[src/rtl/fifo_playback_pkg.sv]
// Shared types and helpers for the FIFO playback reader: FSM states, gain format
// constants and the saturating clamp used by the gain stage.
package fifo_playback_pkg;

    typedef enum logic [2:0] {
        IDLE,
        WAIT_TICK,
        READ,
        LATENCY,
        CAPTURE,
        UNDERRUN
    } state_e;

    localparam int              GAIN_W     = 8;
    localparam int              GAIN_FRAC  = 7;
    localparam logic [GAIN_W-1:0] GAIN_UNITY = 8'd128;

    // Clamp a wide signed value into the signed range of a w-bit word.
    function automatic logic signed [63:0] sat_clamp(input logic signed [63:0] v,
                                                     input int w);
        logic signed [63:0] hi;
        logic signed [63:0] lo;
        hi = (64'sd1 <<< (w - 1)) - 64'sd1;
        lo = -hi - 64'sd1;
        if (v > hi) begin
            sat_clamp = hi;
        end else if (v < lo) begin
            sat_clamp = lo;
        end else begin
            sat_clamp = v;
        end
    endfunction

endpackage

[src/rtl/sample_gain_sat.sv]
// Combinational Q1.7 gain stage: signed sample times unsigned gain, arithmetic
// shift back to sample scale, then saturate to the sample width.
module sample_gain_sat
    import fifo_playback_pkg::*;
#(
    parameter int WIDTH = 16
) (
    input  logic signed [WIDTH-1:0]  din,
    input  logic        [GAIN_W-1:0] gain,
    output logic signed [WIDTH-1:0]  dout
);

    localparam int PW = WIDTH + GAIN_W + 1;

    logic signed [GAIN_W:0] gain_s;
    logic signed [PW-1:0]   prod;
    logic signed [PW-1:0]   shifted;

    always_comb begin
        gain_s  = {1'b0, gain};
        prod    = PW'(din) * PW'(gain_s);
        // Arithmetic shift truncates toward -inf, matching the reference model.
        shifted = prod >>> GAIN_FRAC;
        dout    = WIDTH'(sat_clamp(64'(shifted), WIDTH));
    end

endmodule

[src/rtl/fifo_playback_reader.sv]
// Paces FIFO reads at the sample rate, tracks FIFO occupancy from the writer's strobe,
// and emits gained samples. Define UNDERRUN_HOLD_EN to repeat the last sample on underrun.
module fifo_playback_reader
    import fifo_playback_pkg::*;
#(
    parameter int WIDTH         = 16,
    parameter int DEPTH         = 512,
    parameter int SAMPLE_PERIOD = 2083,
    parameter int RD_LATENCY    = 2
) (
    input  logic                         clk,
    input  logic                         rst,
    input  logic                         enable,
    input  logic                         wr_mon,
    output logic                         fifo_rd,
    input  logic        [WIDTH-1:0]      fifo_dout,
    input  logic        [GAIN_W-1:0]     gain,
    output logic signed [WIDTH-1:0]      sample_out,
    output logic                         sample_valid,
    output logic                         underrun,
    output logic [$clog2(DEPTH+1)-1:0]   level
);

    localparam int LVL_W = $clog2(DEPTH + 1);
    localparam int CNT_W = $clog2(SAMPLE_PERIOD);
    localparam int LAT_W = (RD_LATENCY > 1) ? $clog2(RD_LATENCY) : 1;

    localparam logic [CNT_W-1:0] CNT_LAST  = CNT_W'(SAMPLE_PERIOD - 1);
    localparam logic [LAT_W-1:0] LAT_LAST  = LAT_W'((RD_LATENCY > 1) ? RD_LATENCY - 2 : 0);
    localparam logic [LVL_W-1:0] LVL_FULL  = LVL_W'(DEPTH);

    state_e                    state_q, state_d;
    logic [CNT_W-1:0]          tick_cnt_q, tick_cnt_d;
    logic [LAT_W-1:0]          lat_cnt_q, lat_cnt_d;
    logic [LVL_W-1:0]          level_q, level_d;
    logic signed [WIDTH-1:0]   sample_out_q, sample_out_d;
    logic                      sample_valid_q, sample_valid_d;
    logic                      underrun_q, underrun_d;
    logic                      wr_mon_q;

    logic                      wr_rise;
    logic                      tick;
    logic                      rd_cycle;
    logic                      lvl_inc;
    logic signed [WIDTH-1:0]   gained;

    sample_gain_sat #(
        .WIDTH (WIDTH)
    ) u_gain (
        .din  (fifo_dout),
        .gain (gain),
        .dout (gained)
    );

    always_comb begin
        wr_rise    = wr_mon & ~wr_mon_q;
        tick       = enable && (tick_cnt_q == CNT_LAST);
        tick_cnt_d = (!enable || tick) ? '0 : tick_cnt_q + CNT_W'(1);
        rd_cycle   = (state_q == READ);
    end

    always_comb begin
        state_d        = state_q;
        lat_cnt_d      = lat_cnt_q;
        sample_out_d   = sample_out_q;
        sample_valid_d = 1'b0;
        underrun_d     = underrun_q;

        case (state_q)
            IDLE: begin
                if (enable) state_d = WAIT_TICK;
            end
            WAIT_TICK: begin
                if (!enable) begin
                    state_d = IDLE;
                end else if (tick) begin
                    state_d = (level_q != '0) ? READ : UNDERRUN;
                end
            end
            READ: begin
                lat_cnt_d = '0;
                state_d   = (RD_LATENCY > 1) ? LATENCY : CAPTURE;
            end
            LATENCY: begin
                if (lat_cnt_q == LAT_LAST) begin
                    state_d = CAPTURE;
                end else begin
                    lat_cnt_d = lat_cnt_q + LAT_W'(1);
                end
            end
            CAPTURE: begin
                sample_out_d   = gained;
                sample_valid_d = 1'b1;
                state_d        = enable ? WAIT_TICK : IDLE;
            end
            UNDERRUN: begin
                underrun_d     = 1'b1;
`ifdef UNDERRUN_HOLD_EN
                sample_out_d   = sample_out_q;
`else
                sample_out_d   = '0;
`endif
                sample_valid_d = 1'b1;
                state_d        = enable ? WAIT_TICK : IDLE;
            end
            default: state_d = IDLE;
        endcase

        // Disabling playback clears the sticky flag once the in-flight sample is done.
        if (!enable && state_q != UNDERRUN) underrun_d = 1'b0;
    end

    // Simultaneous write and read cancel even when the level sits at DEPTH.
    always_comb begin
        lvl_inc = wr_rise && ((level_q != LVL_FULL) || rd_cycle);
        level_d = level_q;
        if (lvl_inc && !rd_cycle) begin
            level_d = level_q + LVL_W'(1);
        end else if (!lvl_inc && rd_cycle) begin
            level_d = level_q - LVL_W'(1);
        end
    end

    always_ff @(posedge clk or negedge rst) begin
        if (!rst) begin
            state_q        <= IDLE;
            tick_cnt_q     <= '0;
            lat_cnt_q      <= '0;
            level_q        <= '0;
            sample_out_q   <= '0;
            sample_valid_q <= 1'b0;
            underrun_q     <= 1'b0;
            wr_mon_q       <= 1'b0;
        end else begin
            state_q        <= state_d;
            tick_cnt_q     <= tick_cnt_d;
            lat_cnt_q      <= lat_cnt_d;
            level_q        <= level_d;
            sample_out_q   <= sample_out_d;
            sample_valid_q <= sample_valid_d;
            underrun_q     <= underrun_d;
            wr_mon_q       <= wr_mon;
        end
    end

    assign fifo_rd      = rd_cycle;
    assign sample_out   = sample_out_q;
    assign sample_valid = sample_valid_q;
    assign underrun     = underrun_q;
    assign level        = level_q;

endmodule
[config.mk]
export PLATFORM = sky130hd
export DESIGN_NAME = fifo_playback_reader
export DESIGN_NICKNAME = d
export VERILOG_FILES = /design/src/rtl/fifo_playback_pkg.sv /design/src/rtl/sample_gain_sat.sv /design/src/rtl/fifo_playback_reader.sv
export SDC_FILE = /design/constraint.sdc
export NUM_CORES = 1
export LEC_CHECK = 0
export CORE_ASPECT_RATIO = 0.8
export CORE_MARGIN = 2
export CORE_UTILIZATION = 27
export CTS_CLUSTER_SIZE = 28
export DETAILED_ROUTE_END_ITERATION = 7
export SLEW_MARGIN = 10
export SYNTH_ARGS = -nofsm -noshare
export SYNTH_HDL_FRONTEND = slang
export SYNTH_SLANG_ARGS = --single-unit
[constraint.sdc]
create_clock -name clk -period 5.2 [get_ports clk]
set_clock_uncertainty 0.2 [all_clocks]
set_input_delay 1.56 -clock clk [delete_from_list [all_inputs] [get_ports clk]]
set_output_delay 1.56 -clock clk [all_outputs]
set_load 0.01 [all_outputs]
# Word level (Yosys, flattened, before mapping)
# Cells that the tools add are included.
[classes]
mux = 18
addsub = 4
mul = 1
shift = 0
magnitude_cmp = 2
n_eq_ne = 11
bitwise = 2
div_mod_pow = 0
reduce_logical = 18
[op_table]
columns = ["op", "n"]
rows = [
  ["2-to-1 mux 16 bit", 2],
  ["case mux 16 bit (2 select lines)", 1],
  ["multiplier 16 x 9 -> 25 bit", 1],
  ["2-to-1 mux 10 bit", 2],
  ["greater-than comparator 18 x 16 -> 1 bit, second input constant", 1],
  ["< comparator 18 x 16 -> 1 bit, second input constant", 1],
  ["2-to-1 mux 3 bit", 5],
  ["case mux 3 bit (5 select lines)", 1],
  ["adder 12 x 1 -> 12 bit, second input constant", 1],
  ["== test 12 bit, second input constant", 1],
  ["2-to-1 mux 12 bit", 1],
  ["adder 10 x 1 -> 10 bit, second input constant", 1],
  ["inequality test 10 bit, second input constant", 1],
  ["nonzero test 10 bit", 1],
  ["subtractor 10 x 1 -> 10 bit, second input constant", 1],
  ["nonzero test 2 bit", 4],
  ["== test 3 x 2 -> 1 bit, second input constant", 2],
  ["== test 3 bit, second input constant", 2],
  ["inequality test 3 bit, second input constant", 2],
  ["logical AND 1 bit", 5],
  ["2-to-1 mux 1 bit", 5],
  ["inequality test 2 bit, second input constant", 2],
  ["== test 3 x 1 -> 1 bit, second input constant", 1],
  ["logical NOT 1 bit", 3],
  ["other kinds (8)", 9],
]
[totals]
mem_count = 0
ram_bits = 0
input_bits = 28
latchBits = 0
romBits = 0
out_inout_bits = 29
reg_bits = 45

# Longest topological paths before layout
[logic_depth]
word_depth = 7
depth_mapped = 21

# Modules after synthesis
# A second synthesis with hierarchy kept.
[unflattened]
hier_cells = 782
hier_area_um2 = 6989.2
[by_module_without_submodules]
columns = ["module", "cells_per_inst", "area_each_um2", "n_inst", "seq_area_each_um2"]
rows = [
  ["sample_gain_sat", 540, 4662.0, 1, 0.0],
  ["fifo_playback_reader", 242, 2327.2, 1, 1101.1],
]

# Least setup slack after synthesis
# No wires, ideal clock.
[synth_timing]
path_kind = "in2reg"
start = "input gain[1]"
end = "register sample_out_q[10], in the netlist sample_out[10]"
t_required_ns = 4.871
t_arrival_ns = 6.087
stages = 19
path_slack_ns = -1.216
path_cell_list = "and2_1 -> fa_1 -> inv_1 -> fa_1 -> inv_1 -> fa_1 -> inv_1 -> fa_1 -> inv_1 -> ha_1 -> a21o_1 -> a21oi_1 -> nor2b_1 -> o21a_1 -> a21oi_1 -> nand3b_4 -> o21ai_2 -> buf_6 -> o211ai_2"
[synth_via]
elab_chain_cells = 5
[synth_lines]
columns = ["item", "line_no", "source"]
rows = [
  ["start: declaration", "fifo_playback_reader.sv:17", "input logic [GAIN_W-1:0] gain,"],
  ["multiplier 16 x 9 -> 25 bit *", "sample_gain_sat.sv:21", "prod = PW'(din) * PW'(gain_s);"],
  ["< comparator 18 x 16 -> 1 bit", "fifo_playback_pkg.sv:27", "end else if (v < lo) begin"],
  ["2-to-1 mux 16 bit", "fifo_playback_pkg.sv:27", ""],
  ["2-to-1 mux 16 bit *", "fifo_playback_pkg.sv:25", "if (v > hi) begin"],
  ["case mux 16 bit (2 select lines) *", "fifo_playback_reader.sv:69", "case (state_q)"],
  ["end signal: assignment", "fifo_playback_reader.sv:139", "sample_out_q <= sample_out_d;"],
  ["end: declaration", "fifo_playback_reader.sv:36", "logic signed [WIDTH-1:0] sample_out_q, sample_out_d;"],
]
# Mark *: on every way between the ends. The rest lies on a longest branch, timed or not.
# A chain may end at the register's enable or synchronous reset.

# Worst setup path after layout
[layout_timing]
start = "input gain[2]"
end = "register sample_out_q[1], in the netlist sample_out[1]"
# The elaborated chain is that of the path after synthesis.

==> flow_metrics.tcl <==
set metrics [dict create \
    synthToLayoutAreaGrowth_pct 36.66 \
    layout.area.seq_um2 1101 \
    post_synthesis_average_cell_area_um2 9.114 \
    mappedNetlistNets 930 \
    drt-vias-per-instance 4.361 \
    ff2ff_path_depth 15 \
    critical_path.reg2reg.startpoint "level[7]$_DFFE_PN0P_" \
    setup_viol 16 \
    max-clock-path-buffers 2 \
    total_grt_overflow 0 \
    num_antenna_cells 0 \
    clock_latency_ns 0.29 \
    final_critical_path_setup_slack_ns -1.077 \
    worstMarginPinSlew_ns 1.005 \
    worstPathArrival_ns 6.27 \
    syn-instance-count 743 \
    power.internal_mw 2.908 \
    detail_route.wirelength.met1_um 8109 \
    synth_area_leader_cell "sky130_fd_sc_hd__fa_1" \
    switching_power_mw 2.399 \
    synth_top_cell_area_share_pct 30.16 \
    clk_transition_reported_paths_ns 0.06 \
    synth_sequential_area_ratio_pct 16.26 \
    startpoint_of_the_tightest_hold_check_path "sample_out[7]$_DFFE_PN0N_" \
    detailedPlacementHpwl_um 12780 \
    routed-via-count 5382 \
    numClockSinks 44 \
    required_ns 5.19 \
    worstPathMaxFanout 6 \
    dr.first_iter.drc_count 171 \
    comb_power_share_pct 83.7 \
    grt.total_usage_pct 13.16 \
    cts_tree "done" \
    grt_antenna_before_repair 0 \
    mappedNetlistArea_um2 6771 \
    drt_wl_total_um 15820 \
    violated_checks "negative setup slack" \
    cts.root.buffer_cell "sky130_fd_sc_hd__clkbuf_16" \
    layout_min_cycle_time_ns 6.277 \
    seqPwrFrac_pct 10.3 \
    synth-edff-count 0 \
    die-width_um 181.1 \
    vdd_ir_drop_max_mv 0.3821 \
    synth.cells.most_frequent "sky130_fd_sc_hd__inv_1, sky130_fd_sc_hd__fa_1, sky130_fd_sc_hd__nand2_1, sky130_fd_sc_hd__and2_1, sky130_fd_sc_hd__ha_1" \
    worstSetupPathType "primary input to flop" \
    finalPower_mw 5.307 \
    reg2reg_slack_ns 1.48 \
    synthTopCellsByArea "sky130_fd_sc_hd__fa_1, sky130_fd_sc_hd__dfrtp_1, sky130_fd_sc_hd__ha_1, sky130_fd_sc_hd__inv_1, sky130_fd_sc_hd__and2_1" \
    placementRows 51 \
    postSynthRegisterBits 44 \
    drt-wirelength-per-cell_um 12.82 \
    report.final.hold_viol_count 0 \
    htreeDepth 2 \
    fp.coreArea_um2 24500 \
    top_level_ports 57 \
    synthArstFlopShare_pct 100.0 \
    slew_violations 0 \
    grt_first_pass_wirelength_um 28810 \
    detailroute.wirelength.met3_um 266 \
    max-slew-margin-rel_pct 32.99 \
    num-fill-cells 2477 \
    fp.dieH_um 145.6 \
    final_area_um2 9254 \
    rsz0062_at_grt "true" \
    design.die.area_um2 26370 \
    synth_cell_type_count 55 \
    max_freq_mhz 159.3 \
    endpoint_worst_hold "sample_out[7]$_DFFE_PN0N_" \
    yosys_warnings 0 \
    tritoncts.num_buffers 5 \
    crit_path_end_kind "flop" \
    p_per_area_nw_per_um2 573.5 \
    ys_dominant_reg_cell "sky130_fd_sc_hd__dfrtp_1" \
    initial_utilization_pct 27.63 \
    layout_cells_sized_above_1_pct 26.53 \
    met2RoutedLength_um 7262 \
    pin_count_of_the_biggest_net_entering_global_routing 45 \
    switching_share_pct 45.21 \
    final_min_period_over_clock_period_pct 120.7 \
    multiInputGateArea_um2 5446 \
    dpl_cell_area_um2 8712 \
    detail-route-antenna-nets 0 \
    p_leak_nw 4.486 \
    worstHoldPathCells 2 \
    status "finished, violations left" \
    post-synth-top-count-cell "sky130_fd_sc_hd__inv_1" \
    crit_start "gain[2]" \
    regToRegEndpoint "level[9]$_DFFE_PN0P_" \
    dr.max_layer_used "met4" \
    drtPass1Iterations 4 \
    final_nets 1102 \
    number_of_global_route_vias_before_repair 5904 \
    route.detailed.drc 0 \
    portBuffers 56 \
    gp_congestion 0.7959 \
    cap_violations 0 \
    worstHoldPathType "flop to flop" \
    category_of_the_worst_setup_path_launch_point "primary input" \
    power.clock.fraction_pct 6.0 \
]
[cells in the final DEF, fill, tap and decap left out, types with 5 or more instances in the layout]
| cell | count |
|---|---|
| sky130_fd_sc_hd__inv_1 | 143 |
| sky130_fd_sc_hd__buf_4 | 108 |
| sky130_fd_sc_hd__fa_1 | 95 |
| sky130_fd_sc_hd__nand2_1 | 79 |
| sky130_fd_sc_hd__and2_1 | 66 |
| sky130_fd_sc_hd__dfrtp_1 | 44 |
| sky130_fd_sc_hd__ha_1 | 42 |
| sky130_fd_sc_hd__clkdlybuf4s50_1 | 32 |
| sky130_fd_sc_hd__nor2_1 | 23 |
| sky130_fd_sc_hd__xor2_1 | 21 |
| sky130_fd_sc_hd__a21oi_1 | 18 |
| sky130_fd_sc_hd__xnor2_1 | 17 |
| sky130_fd_sc_hd__inv_2 | 13 |
| sky130_fd_sc_hd__ha_4 | 13 |
| sky130_fd_sc_hd__nand3_1 | 11 |
| sky130_fd_sc_hd__buf_2 | 11 |
| sky130_fd_sc_hd__o21ai_0 | 10 |
| sky130_fd_sc_hd__buf_6 | 9 |
| sky130_fd_sc_hd__and2_4 | 8 |
| sky130_fd_sc_hd__o211ai_1 | 8 |
| sky130_fd_sc_hd__a21oi_4 | 7 |
| sky130_fd_sc_hd__o211ai_2 | 7 |
| sky130_fd_sc_hd__fa_2 | 7 |
| sky130_fd_sc_hd__nand2_2 | 6 |
| sky130_fd_sc_hd__buf_12 | 6 |
| sky130_fd_sc_hd__o21a_1 | 5 |
| sky130_fd_sc_hd__o21ai_1 | 5 |
| sky130_fd_sc_hd__a21oi_2 | 5 |
| sky130_fd_sc_hd__nor2b_1 | 5 |
| sky130_fd_sc_hd__clkbuf_16 | 5 |
[worst max-delay path, cell delays in order]
cell and delay, ns:
sky130_fd_sc_hd__buf_6 0.09, sky130_fd_sc_hd__buf_6 0.11, sky130_fd_sc_hd__and2_4 0.15, sky130_fd_sc_hd__fa_1 0.59, sky130_fd_sc_hd__inv_2 0.09, sky130_fd_sc_hd__buf_4 0.15, sky130_fd_sc_hd__fa_1 0.53, sky130_fd_sc_hd__inv_1 0.05
sky130_fd_sc_hd__fa_1 0.47, sky130_fd_sc_hd__inv_1 0.05, sky130_fd_sc_hd__fa_1 0.52, sky130_fd_sc_hd__inv_1 0.04, sky130_fd_sc_hd__ha_2 0.19, sky130_fd_sc_hd__a21oi_4 0.14, sky130_fd_sc_hd__o211ai_1 0.10, sky130_fd_sc_hd__o21bai_4 0.19
sky130_fd_sc_hd__a21oi_4 0.18, sky130_fd_sc_hd__o21ba_4 0.20, sky130_fd_sc_hd__mux2i_4 0.26, sky130_fd_sc_hd__o21ai_4 0.08, sky130_fd_sc_hd__buf_6 0.14, sky130_fd_sc_hd__buf_12 0.12, sky130_fd_sc_hd__o311ai_2 0.25
[cells by family (layout without fill, tap and decap cells)]
kind of cell / Yosys count / count (layout) / synth area share, %
compound gates: 95 / 95 / 10.07
xor+xnor: 38 / 38 / 4.915
fa+ha+maj: 159 / 159 / 40.69
buf+inv: 172 / 345 / 9.701
flops: 44 / 44 / 16.26
mux: 4 / 4 / 0.6467
simple gates: 231 / 231 / 17.72
[repair_timing]
item,CTS,global route
buffers inserted,16,10
gates cloned,3,0
endpoints found under the setup margin,16,16
hold buffers,0,0
hold endpoints to repair,0,0
gates resized for setup,106,24
pin swaps,67,13
[worst max-delay path by stage]
stage,endpoint,cells past startpoint
after floorplan,sample_out[5]$_DFFE_PN0N_,19
after global placement,sample_out[14]$_DFFE_PN0N_,19
after detailed placement,sample_out[1]$_DFFE_PN0N_,21
after CTS,sample_out[1]$_DFFE_PN0N_,22
after global routing,sample_out[1]$_DFFE_PN0N_,23
final,sample_out[1]$_DFFE_PN0N_,23
[state kept, by name, summed over array words and instances (netlist names)]
| signal | cells |
|---|---|
| wr_mon_q | 1 |
| level | 10 |
| tick_cnt_q | 12 |
| state_q | 3 |
| sample_out | 16 |
| sample_valid | 1 |
| underrun | 1 |
[area by class of cell]
class | count | area share [%]
clock buffer | 7 | 1.541
tap | 318 | 4.300
clock inverter | 1 | 0.08112
multi-input combinational | 527 | 58.86
sequential | 44 | 11.90
inverter | 157 | 6.395
timing repair buffer | 180 | 16.93
[routing by layer]
metal  vias up  global-route usage (%)
met2        42                   22.17
li1       2658                       -
met4         0                   2.154
met5         -                       0
met1      2671                   18.67
met3        11                   1.301
[power by group through the flow]
| stage | registers [mW] | logic (mW) | clock network [mW] |
|---|---|---|---|
| finish | 0.545 | 4.44 | 0.321 |
| global placement | 0.549 | 3.88 | 0 |
| floorplan | 0.569 | 2.47 | 0 |
| global route | 0.563 | 4.98 | 0.349 |
| CTS | 0.546 | 4.16 | 0.334 |
| detailed placement | 0.552 | 3.92 | 0 |
[per-stage QoR]
step                      hold slack, ns  utilization, %  setup WS [ns]  cells  setup TNS, ns
after global placement            0.2779           35.55         -1.644   1201         -24.56
final                             0.2802           37.77         -1.077   1234         -15.31
after CTS                         0.2875           37.30        -0.9996   1227         -14.51
after global routing              0.3287           37.77         -1.252   1234         -17.99
after detailed placement          0.2810           35.55         -1.675   1201         -25.21
after floorplan                   0.2576               -        -0.7271    743         -11.17
Note: power is estimated with default switching activity, not from simulation.
